## src/rtl/timer_multi.sv

```systemverilog
// ---------------------------------------------------------------------------
// timer_multi
//
// Multi-channel APB timer peripheral. There are N_CH independent WIDTH-bit
// up-counters. Each channel has its own 16-bit prescaler, an equality compare
// register, a periodic or one-shot mode, sticky write-1-to-clear status flags
// and maskable level interrupts.
//
// Register map per channel (base = ch*16):
//   0x0 CNT   counter value (zero-extended on read)
//   0x4 CFG   [0] EN, [1] ONESHOT, [2] CMP_IE, [3] OVF_IE, [11:8] PRSC
//   0x8 CMP   compare value
//   0xC STAT  [0] CMP flag, [1] OVF flag (write 1 to clear)
//
// Optional feature macro: TIMER_MULTI_OVF_EN
//   defined     -> overflow flag, OVF_IE and overflow interrupt present
//   not defined -> STAT[1]/CFG[3] read 0, counter wraps silently
//
// Ports:
//   PCLK      sole clock
//   PRESET    synchronous active-high reset
//   PSEL      APB select
//   PENABLE   APB access phase
//   PWRITE    1 = write
//   PADDR     byte address: [AW-1:4] channel, [3:2] register
//   PWDATA    write data
//   PRDATA    read data (access phase only, otherwise 0)
//   PREADY    high in every access phase (no wait states)
//   PSLVERR   high in access phase for a nonexistent channel
//   irq_o     per-channel level interrupt
// ---------------------------------------------------------------------------
module timer_multi #(
    parameter int  N_CH  = 4,
    parameter int  WIDTH = 32,
    localparam int AW    = $clog2(N_CH) + 4
) (
    input  logic            PCLK,
    input  logic            PRESET,
    input  logic            PSEL,
    input  logic            PENABLE,
    input  logic            PWRITE,
    input  logic [AW-1:0]   PADDR,
    input  logic [31:0]     PWDATA,
    output logic [31:0]     PRDATA,
    output logic            PREADY,
    output logic            PSLVERR,
    output logic [N_CH-1:0] irq_o
);

    localparam logic [WIDTH-1:0] ONES = '1;

    logic [WIDTH-1:0] r_cnt     [N_CH];
    logic [WIDTH-1:0] r_cmp     [N_CH];
    logic [15:0]      r_prsc    [N_CH];
    logic [3:0]       r_cfgPrsc [N_CH];
    logic [N_CH-1:0]  r_cfgEn;
    logic [N_CH-1:0]  r_cfgOneshot;
    logic [N_CH-1:0]  r_cfgCmpIe;
    logic [N_CH-1:0]  r_stCmp;

    logic [N_CH-1:0]  w_ovfIe;
    logic [N_CH-1:0]  w_stOvf;

`ifdef TIMER_MULTI_OVF_EN
    logic [N_CH-1:0]  r_cfgOvfIe;
    logic [N_CH-1:0]  r_stOvf;
    assign w_ovfIe = r_cfgOvfIe;
    assign w_stOvf = r_stOvf;
`else
    assign w_ovfIe = '0;
    assign w_stOvf = '0;
`endif

    // Address decode. The channel index is widened to 32 bits so that a
    // single-channel build (no channel bits in PADDR) still decodes cleanly.
    logic [31:0]     w_chIdx;
    logic [1:0]      w_reg;
    logic            w_inRange;
    logic            w_access;
    logic            w_write;
    logic            w_unusedAddr;
    logic [N_CH-1:0] w_wrCnt;
    logic [N_CH-1:0] w_wrCfg;
    logic [N_CH-1:0] w_wrCmp;
    logic [N_CH-1:0] w_wrStat;
    logic [N_CH-1:0] w_tick;
    logic [31:0]     w_rdData;

    assign w_chIdx      = 32'(PADDR) >> 4;
    assign w_reg        = PADDR[3:2];
    assign w_unusedAddr = ^PADDR[1:0];
    assign w_inRange    = w_chIdx < 32'(N_CH);
    assign w_access     = PSEL & PENABLE;
    assign w_write      = w_access & PWRITE & w_inRange;

    always_comb begin
        w_wrCnt  = '0;
        w_wrCfg  = '0;
        w_wrCmp  = '0;
        w_wrStat = '0;
        for (int c = 0; c < N_CH; c++) begin
            if (w_write && (w_chIdx == 32'(c))) begin
                w_wrCnt[c]  = (w_reg == 2'd0);
                w_wrCfg[c]  = (w_reg == 2'd1);
                w_wrCmp[c]  = (w_reg == 2'd2);
                w_wrStat[c] = (w_reg == 2'd3);
            end
        end
    end

    // A tick fires when the prescaler reaches 2^PRSC-1, so PRSC=0 ticks on
    // every enabled cycle.
    always_comb begin
        w_tick = '0;
        for (int c = 0; c < N_CH; c++) begin
            w_tick[c] = r_cfgEn[c] &&
                        (r_prsc[c] == ((16'd1 << r_cfgPrsc[c]) - 16'd1));
        end
    end

    // Channel state. Statement order sets the priorities: W1C clears come
    // first so a same-cycle hardware set wins; a CNT write suppresses the
    // tick entirely (no flags); a CFG write overrides the one-shot EN clear.
    always_ff @(posedge PCLK) begin
        if (PRESET) begin
            for (int c = 0; c < N_CH; c++) begin
                r_cnt[c]     <= '0;
                r_cmp[c]     <= ONES;
                r_prsc[c]    <= '0;
                r_cfgPrsc[c] <= '0;
            end
            r_cfgEn      <= '0;
            r_cfgOneshot <= '0;
            r_cfgCmpIe   <= '0;
            r_stCmp      <= '0;
`ifdef TIMER_MULTI_OVF_EN
            r_cfgOvfIe   <= '0;
            r_stOvf      <= '0;
`endif
        end else begin
            for (int c = 0; c < N_CH; c++) begin
                if (w_wrStat[c] && PWDATA[0]) r_stCmp[c] <= 1'b0;
`ifdef TIMER_MULTI_OVF_EN
                if (w_wrStat[c] && PWDATA[1]) r_stOvf[c] <= 1'b0;
`endif
                if (r_cfgEn[c]) begin
                    r_prsc[c] <= w_tick[c] ? 16'd0 : r_prsc[c] + 16'd1;
                end

                // Compare is checked before overflow, so CMP=all-ones never
                // raises the overflow flag.
                if (w_tick[c] && !w_wrCnt[c]) begin
                    if (r_cnt[c] == r_cmp[c]) begin
                        r_cnt[c]   <= '0;
                        r_stCmp[c] <= 1'b1;
                        if (r_cfgOneshot[c]) r_cfgEn[c] <= 1'b0;
                    end
`ifdef TIMER_MULTI_OVF_EN
                    else if (r_cnt[c] == ONES) begin
                        r_cnt[c]   <= '0;
                        r_stOvf[c] <= 1'b1;
                    end
`endif
                    else begin
                        r_cnt[c] <= r_cnt[c] + WIDTH'(1);
                    end
                end

                if (w_wrCnt[c]) begin
                    r_cnt[c]  <= PWDATA[WIDTH-1:0];
                    r_prsc[c] <= '0;
                end
                if (w_wrCfg[c]) begin
                    r_cfgEn[c]      <= PWDATA[0];
                    r_cfgOneshot[c] <= PWDATA[1];
                    r_cfgCmpIe[c]   <= PWDATA[2];
`ifdef TIMER_MULTI_OVF_EN
                    r_cfgOvfIe[c]   <= PWDATA[3];
`endif
                    r_cfgPrsc[c]    <= PWDATA[11:8];
                    r_prsc[c]       <= '0;
                end
                if (w_wrCmp[c]) begin
                    r_cmp[c] <= PWDATA[WIDTH-1:0];
                end
            end
        end
    end

    // Read mux straight from current register state.
    always_comb begin
        w_rdData = '0;
        for (int c = 0; c < N_CH; c++) begin
            if (w_chIdx == 32'(c)) begin
                case (w_reg)
                    2'd0:    w_rdData = 32'(r_cnt[c]);
                    2'd1:    w_rdData = {20'd0, r_cfgPrsc[c], 4'd0, w_ovfIe[c],
                                         r_cfgCmpIe[c], r_cfgOneshot[c], r_cfgEn[c]};
                    2'd2:    w_rdData = 32'(r_cmp[c]);
                    default: w_rdData = {30'd0, w_stOvf[c], r_stCmp[c]};
                endcase
            end
        end
    end

    // Bus outputs are forced low while reset is held.
    assign PRDATA  = (w_access && w_inRange && !PRESET) ? w_rdData : 32'd0;
    assign PREADY  = w_access && !PRESET;
    assign PSLVERR = w_access && !w_inRange && !PRESET;

    assign irq_o = (r_stCmp & r_cfgCmpIe) | (w_stOvf & w_ovfIe);

endmodule
```

## config.mk

```make
export PLATFORM = sky130hd
export DESIGN_NAME = timer_multi
export DESIGN_NICKNAME = d
export VERILOG_FILES = /design/src/rtl/timer_multi.sv
export SDC_FILE = /design/constraint.sdc
export NUM_CORES = 1
export LEC_CHECK = 0
export ABC_CLOCK_PERIOD_IN_PS = 4100
export CAP_MARGIN = 40
export CORE_MARGIN = 2
export CORE_UTILIZATION = 55
export CTS_CLUSTER_SIZE = 25
export DETAILED_ROUTE_END_ITERATION = 7
export PLACE_DENSITY = 0.76
export SYNTH_ARGS = -nofsm -noshare
export SYNTH_HDL_FRONTEND = slang
export SYNTH_SLANG_ARGS = --single-unit
```

## constraint.sdc

```tcl
create_clock -name PCLK -period 4.1 [get_ports PCLK]
set_clock_uncertainty 0.1 [all_clocks]
set_input_delay 0.82 -clock PCLK [delete_from_list [all_inputs] [get_ports PCLK]]
set_output_delay 0.82 -clock PCLK [all_outputs]
set_load 0.1 [all_outputs]
```

* After elaboration in Yosys (flattened, before gate mapping) *
Memories as Yosys holds them, arrays and structs flattened.
Cells that the tools add are included.

operators by class
  $lt $le $gt $ge = 1
  bitwise operators = 36
  mux-type cells = 171
  equal/unequal tests = 14
  shift-type cells = 4
  add/subtract/negate cells = 12
  reduce and logical (&&, ||, !) cells = 45

operators by type and width
  operator               number
  $mux 32                21
  $pmux 32 s3            4
  $mux 16                16
  $add 32x1->32 const B  4
  $eq 32x32->1           4
  $mux 1                 126
  $add 16x1->16 const B  4
  $eq 16x16->1           4
  $shl 1x4->16 const A   4
  $sub 16x1->16 const B  4
  $logic_not 32->1       1
  $or 1x1->1             32
  $reduce_bool 2->1      12
  $logic_and 1x1->1      21
  $mux 4                 4
  $reduce_and 3->1       4
  $eq 2x2->1 const B     4
  $logic_not 1->1        6
  $and 4x4->4            1
  $eq 2x1->1 const B     2
  $and 1x1->1            3
  $lt 2x3->1 const B     1
  $logic_not 2->1        1

storage, ports and cells
  output and inout bits = 38
  word-level logic and storage cells = 300
  bits of input ports = 43
  bits in writable memories = 336
  memories kept = 4
  register bits after elaboration = 16

memories
  memory     depth  bits a word  rd ports  clocked after Yosys merged registers in  write ports  RTL line  source
  r_cmp      4      32           4         0                                        4            53        logic [WIDTH-1:0] r_cmp [N_CH];
  r_cnt      4      32           4         0                                        4            52        logic [WIDTH-1:0] r_cnt [N_CH];
  r_prsc     4      16           4         0                                        4            54        logic [15:0] r_prsc [N_CH];
  r_cfgPrsc  4      4            4         0                                        4            55        logic [3:0] r_cfgPrsc [N_CH];

* Logic depth before layout (Yosys ltp) *
  word-level depth = 13
  depth in mapped cells = 15

* Worst setup path before layout *
Ideal clock, no wire load.

  kind = input to output
  start point = in PADDR[3]
  end point = out PRDATA[0]
  stages = 7
  arrival time = 6.924 ns
  slack = -3.744 ns
  data required time = 3.180 ns
  cells stage by stage = clkbuf_1 clkbuf_1 clkbuf_1 nand2_1 o21ai_0 nor2_1 a2111oi_0

between the ends
  word-level cells in the longest chain between the ends = 7
  elaborated cells between the ends (all ways) = 12

ends and longest elaborated chain
  item                                RTL line  source
  from (decl)                         42        input logic [AW-1:0] PADDR,
  $eq 2x2->1 (tied with other cells)  195       case (w_reg)
  $pmux 32 s3                         195
  $mux 32 (3 in a row)                194       if (w_chIdx == 32'(c)) begin
  $mux 32 (*)                         194
  $mux 32 (*)                         207       assign PRDATA = (w_access && w_inRange && !PRESET) ? w_rdData : 32'd0;
  to (decl)                           44        output logic [31:0] PRDATA,

Mark *: on every way between the ends. The rest lies on a longest branch, timed or not.

* Worst setup path in the final report *
  start point = in PADDR[2]
  end point = out PRDATA[1]

Same word-level chain as after synthesis.

==> impl_metrics.tcl <==
set metrics [dict create \
    grt_overflow 0 \
    cp_max_fo 17 \
    synth_warnings 0 \
    yosys.area_share.simple_pct 22.0 \
    synth_top_family_by_area "simple AND/OR/NAND/NOR gates" \
    power_leakage_nw 8.80 \
    ant_nets 0 \
    period_minus_slack_ns 3.84 \
    vias 19817 \
    use_met2_pct 52.2 \
    synth-xor-area-share_pct 12.0 \
    hold_viol 0 \
    drtIter0Drc 2489 \
    drc 0 \
    dr.pass1.iters 6 \
    clkTransAtPathRegs_ns 0.06 \
    rsz0062_at_grt "no" \
    cap_viol_max_count 0 \
    core_area_um2 42000 \
    htreeDepth 2 \
    synth_area_um2 23500 \
    routabilityCongestion 1.03 \
    clk_latency_ns 0.57 \
    dieArea_um2 44400 \
    critPathCaptureType "output port" \
    seq_area_frac_synth_pct 44.2 \
    cts_buffers 40 \
    max_freq_mhz 260 \
    fillCellCount 3291 \
    whs_ns 0.388 \
    hold_start "r_cfgCmpIe[3]" \
    r2r-end "r_cnt[0][10]" \
    cts_tree "yes" \
    yosys_most_used_dff "edfxtp_1" \
    clk_path_buf_depth 3 \
    die_w_um 211 \
    hold_path.class "register to register" \
    synth_compound_gate_area_share_pct 9.94 \
    mappedNetlistNets 2372 \
    whs_endpoint "r_cfgCmpIe[3]" \
    drive_gt1_share_pct 13.6 \
    syn_inst 2317 \
    cp-start-kind "input pin" \
    dp.cells 2837 \
    r2r_slack_ns 0.27 \
    vias_per_cell 6.81 \
    worst-setup-path-type "input pin to output port" \
    muxShareOfSynthArea_pct 7.42 \
    die_h_um 211 \
    antenna_found_initial 0 \
    critical_path_required_ns 3.18 \
    io_pins 81 \
    ir_drop_mv 0.424 \
    r2r-start "r_cfgPrsc[0][3]" \
    gr-usage-met3_pct 5.28 \
    synth_edf_count 336 \
    areaGrowthSynthToFinish_pct 14.1 \
    layout.nets 2396 \
    drt-total-wl_mm 73.0 \
    start_util_pct 56.0 \
    slew_violations 0 \
    synthAdderAreaFrac_pct 0.638 \
    setup_violations 0 \
    antenna_cells 0 \
    finalPower_mw 9.17 \
    timing.final.ws_setup_ns 0.261 \
    grt_pass1_vias 18944 \
    period_share_pct 93.6 \
    place_ws_ns 0.121 \
    hold_buffers 0 \
    p_per_area_nw_per_um2 342 \
    cts_sinks 352 \
    stdcell_count 2909 \
    synthArstFlopShare_pct 0 \
    std_cell_rows 75 \
    grt_use_met1_pct 44.4 \
    portBuffers 77 \
    synth_cell_types 81 \
    grt_first_pass_wirelength_mm 112 \
    top_usage_layer "met2" \
    tightestPinTransition_ns 0.909 \
    maxSlewHeadroom_pct 39.2 \
    cts_root_buffer "clkbuf_16" \
    min_delay_path_depth 2 \
    grtUsageTotal_pct 32.8 \
    reg2reg_depth 9 \
    status "finished clean" \
    yosys_register_bits 352 \
    arrival_ns 2.92 \
    dp_hpwl_mm 52.1 \
    grt_max_degree 84 \
    synth.avg_cell_area_um2 10.2 \
    wl_per_cell_um 25.1 \
]
[stage by stage]
step                      cell area, um2  util, %  TNS, ns
after floorplan                    23800        -  -0.0780
after global placement             25400     60.5        0
after detailed placement           25500     60.7        0
after CTS                          26800     63.8        0
after global routing               26800     63.8        0
final                              26800     63.8        0
[cell families after synthesis]
logic type,count (synthesis)
AO/OA/AOI/OAI,325
XOR/XNOR,323
buffers and inverters,212
multiplexers,107
flip-flops,352
other,1
AND/OR/NAND/NOR,985
adder cells (fa/ha/maj),12
[state kept, by name (all words and copies together), names as in the netlist]
signal / cells
r_cfgOneshot: 4
r_cmp: 128
r_cfgPrsc: 16
r_stCmp: 4
r_cfgEn: 4
r_cnt: 128
r_prsc: 64
r_cfgCmpIe: 4
[metal layers]
| layer | vias to the layer above | routed length [um] |
|---|---|---|
| met5 | - | 0 |
| met4 | 0 | 3460 |
| met3 | 209 | 7140 |
| met2 | 1213 | 34000 |
| met1 | 9656 | 28400 |
| li1 | 8739 | - |
[critical path, cell delays in order]
cell and delay, ns:
clkdlybuf4s50_1 0.60, inv_1 0.09, nor2_1 0.15, buf_4 0.25
a21oi_1 0.12, mux4_2 0.53, nor2_2 0.16, buf_12 0.19
[Yosys cell counts, types with 20 or more instances]
master / instances / share of area (%)
buf_2: 20 / 0.43
a21oi_1: 40 / 0.85
o31ai_1: 30 / 0.96
inv_1: 36 / 0.57
nor2_1: 137 / 2.2
or3_1: 133 / 3.5
xnor2_1: 80 / 3.0
edfxtp_1: 336 / 43
clkbuf_1: 133 / 2.1
and2_1: 31 / 0.82
and3_1: 37 / 0.98
nor4_1: 45 / 1.2
mux2i_1: 45 / 1.9
nand2_1: 230 / 3.7
nand3_1: 95 / 2.0
xor2_1: 243 / 9.0
nor3_1: 100 / 2.1
o21ai_0: 64 / 1.4
o21ai_2: 23 / 0.86
nand4_1: 66 / 1.8
mux4_2: 53 / 5.1
and4_1: 21 / 0.78
o41ai_1: 21 / 0.78
[placed cells by master (no fill, tap or decap), types with 37 or more instances in the layout]
| cell | n |
|---|---|
| xor2_1 | 243 |
| nand3_1 | 95 |
| buf_4 | 67 |
| clkbuf_16 | 41 |
| nand4_1 | 66 |
| a21oi_1 | 40 |
| edfxtp_1 | 336 |
| nor3_1 | 100 |
| nand2_1 | 229 |
| buf_12 | 40 |
| or3_1 | 132 |
| and3_1 | 37 |
| clkdlybuf4s50_1 | 41 |
| mux2i_1 | 45 |
| nor4_1 | 45 |
| mux4_2 | 53 |
| xnor2_1 | 80 |
| nor2_1 | 100 |
| o21ai_0 | 64 |
[area by class of cell]
type / instances / area [um2] / area share [%]
inverters: 36 / 135 / 0.504
well taps: 539 / 674 / 2.51
clock buffers: 52 / 1080 / 4.01
flip-flops and latches: 352 / 10400 / 38.8
clock inverters: 19 / 200 / 0.746
multi-input cells: 1753 / 12500 / 46.6
repair buffers: 158 / 1840 / 6.85
[repair_timing]
action,4_1_cts,5_1_grt
buffers inserted,0,1
gates resized for setup,0,2
endpoints found under the setup margin,0,54
[how the worst max path moves through the flow]
| stage | endpoint | cells after the start | from | slack, ns |
|---|---|---|---|---|
| floorplan | PRDATA[0] | 7 | PADDR[3] | -0.08 |
| global placement | PRDATA[1] | 8 | PADDR[2] | 0.30 |
| detailed placement | r_cnt[0][3] | 8 | r_cfgPrsc[0][3] | 0.12 |
| CTS | r_cnt[0][3] | 8 | r_cfgPrsc[0][3] | 0.04 |
| global route | r_cnt[0][12] | 9 | r_cfgPrsc[0][3] | 0.06 |
| finish | PRDATA[1] | 8 | PADDR[2] | 0.26 |
[power breakdown]
part	internal [mW]	switching, mW	leakage, nW
clock	2.11	1.51	0.625
sequential	4.12	0.243	3.52
combinational	0.453	0.743	4.66
total	6.67	2.49	8.80
Note: power is estimated with default switching activity, not from simulation.
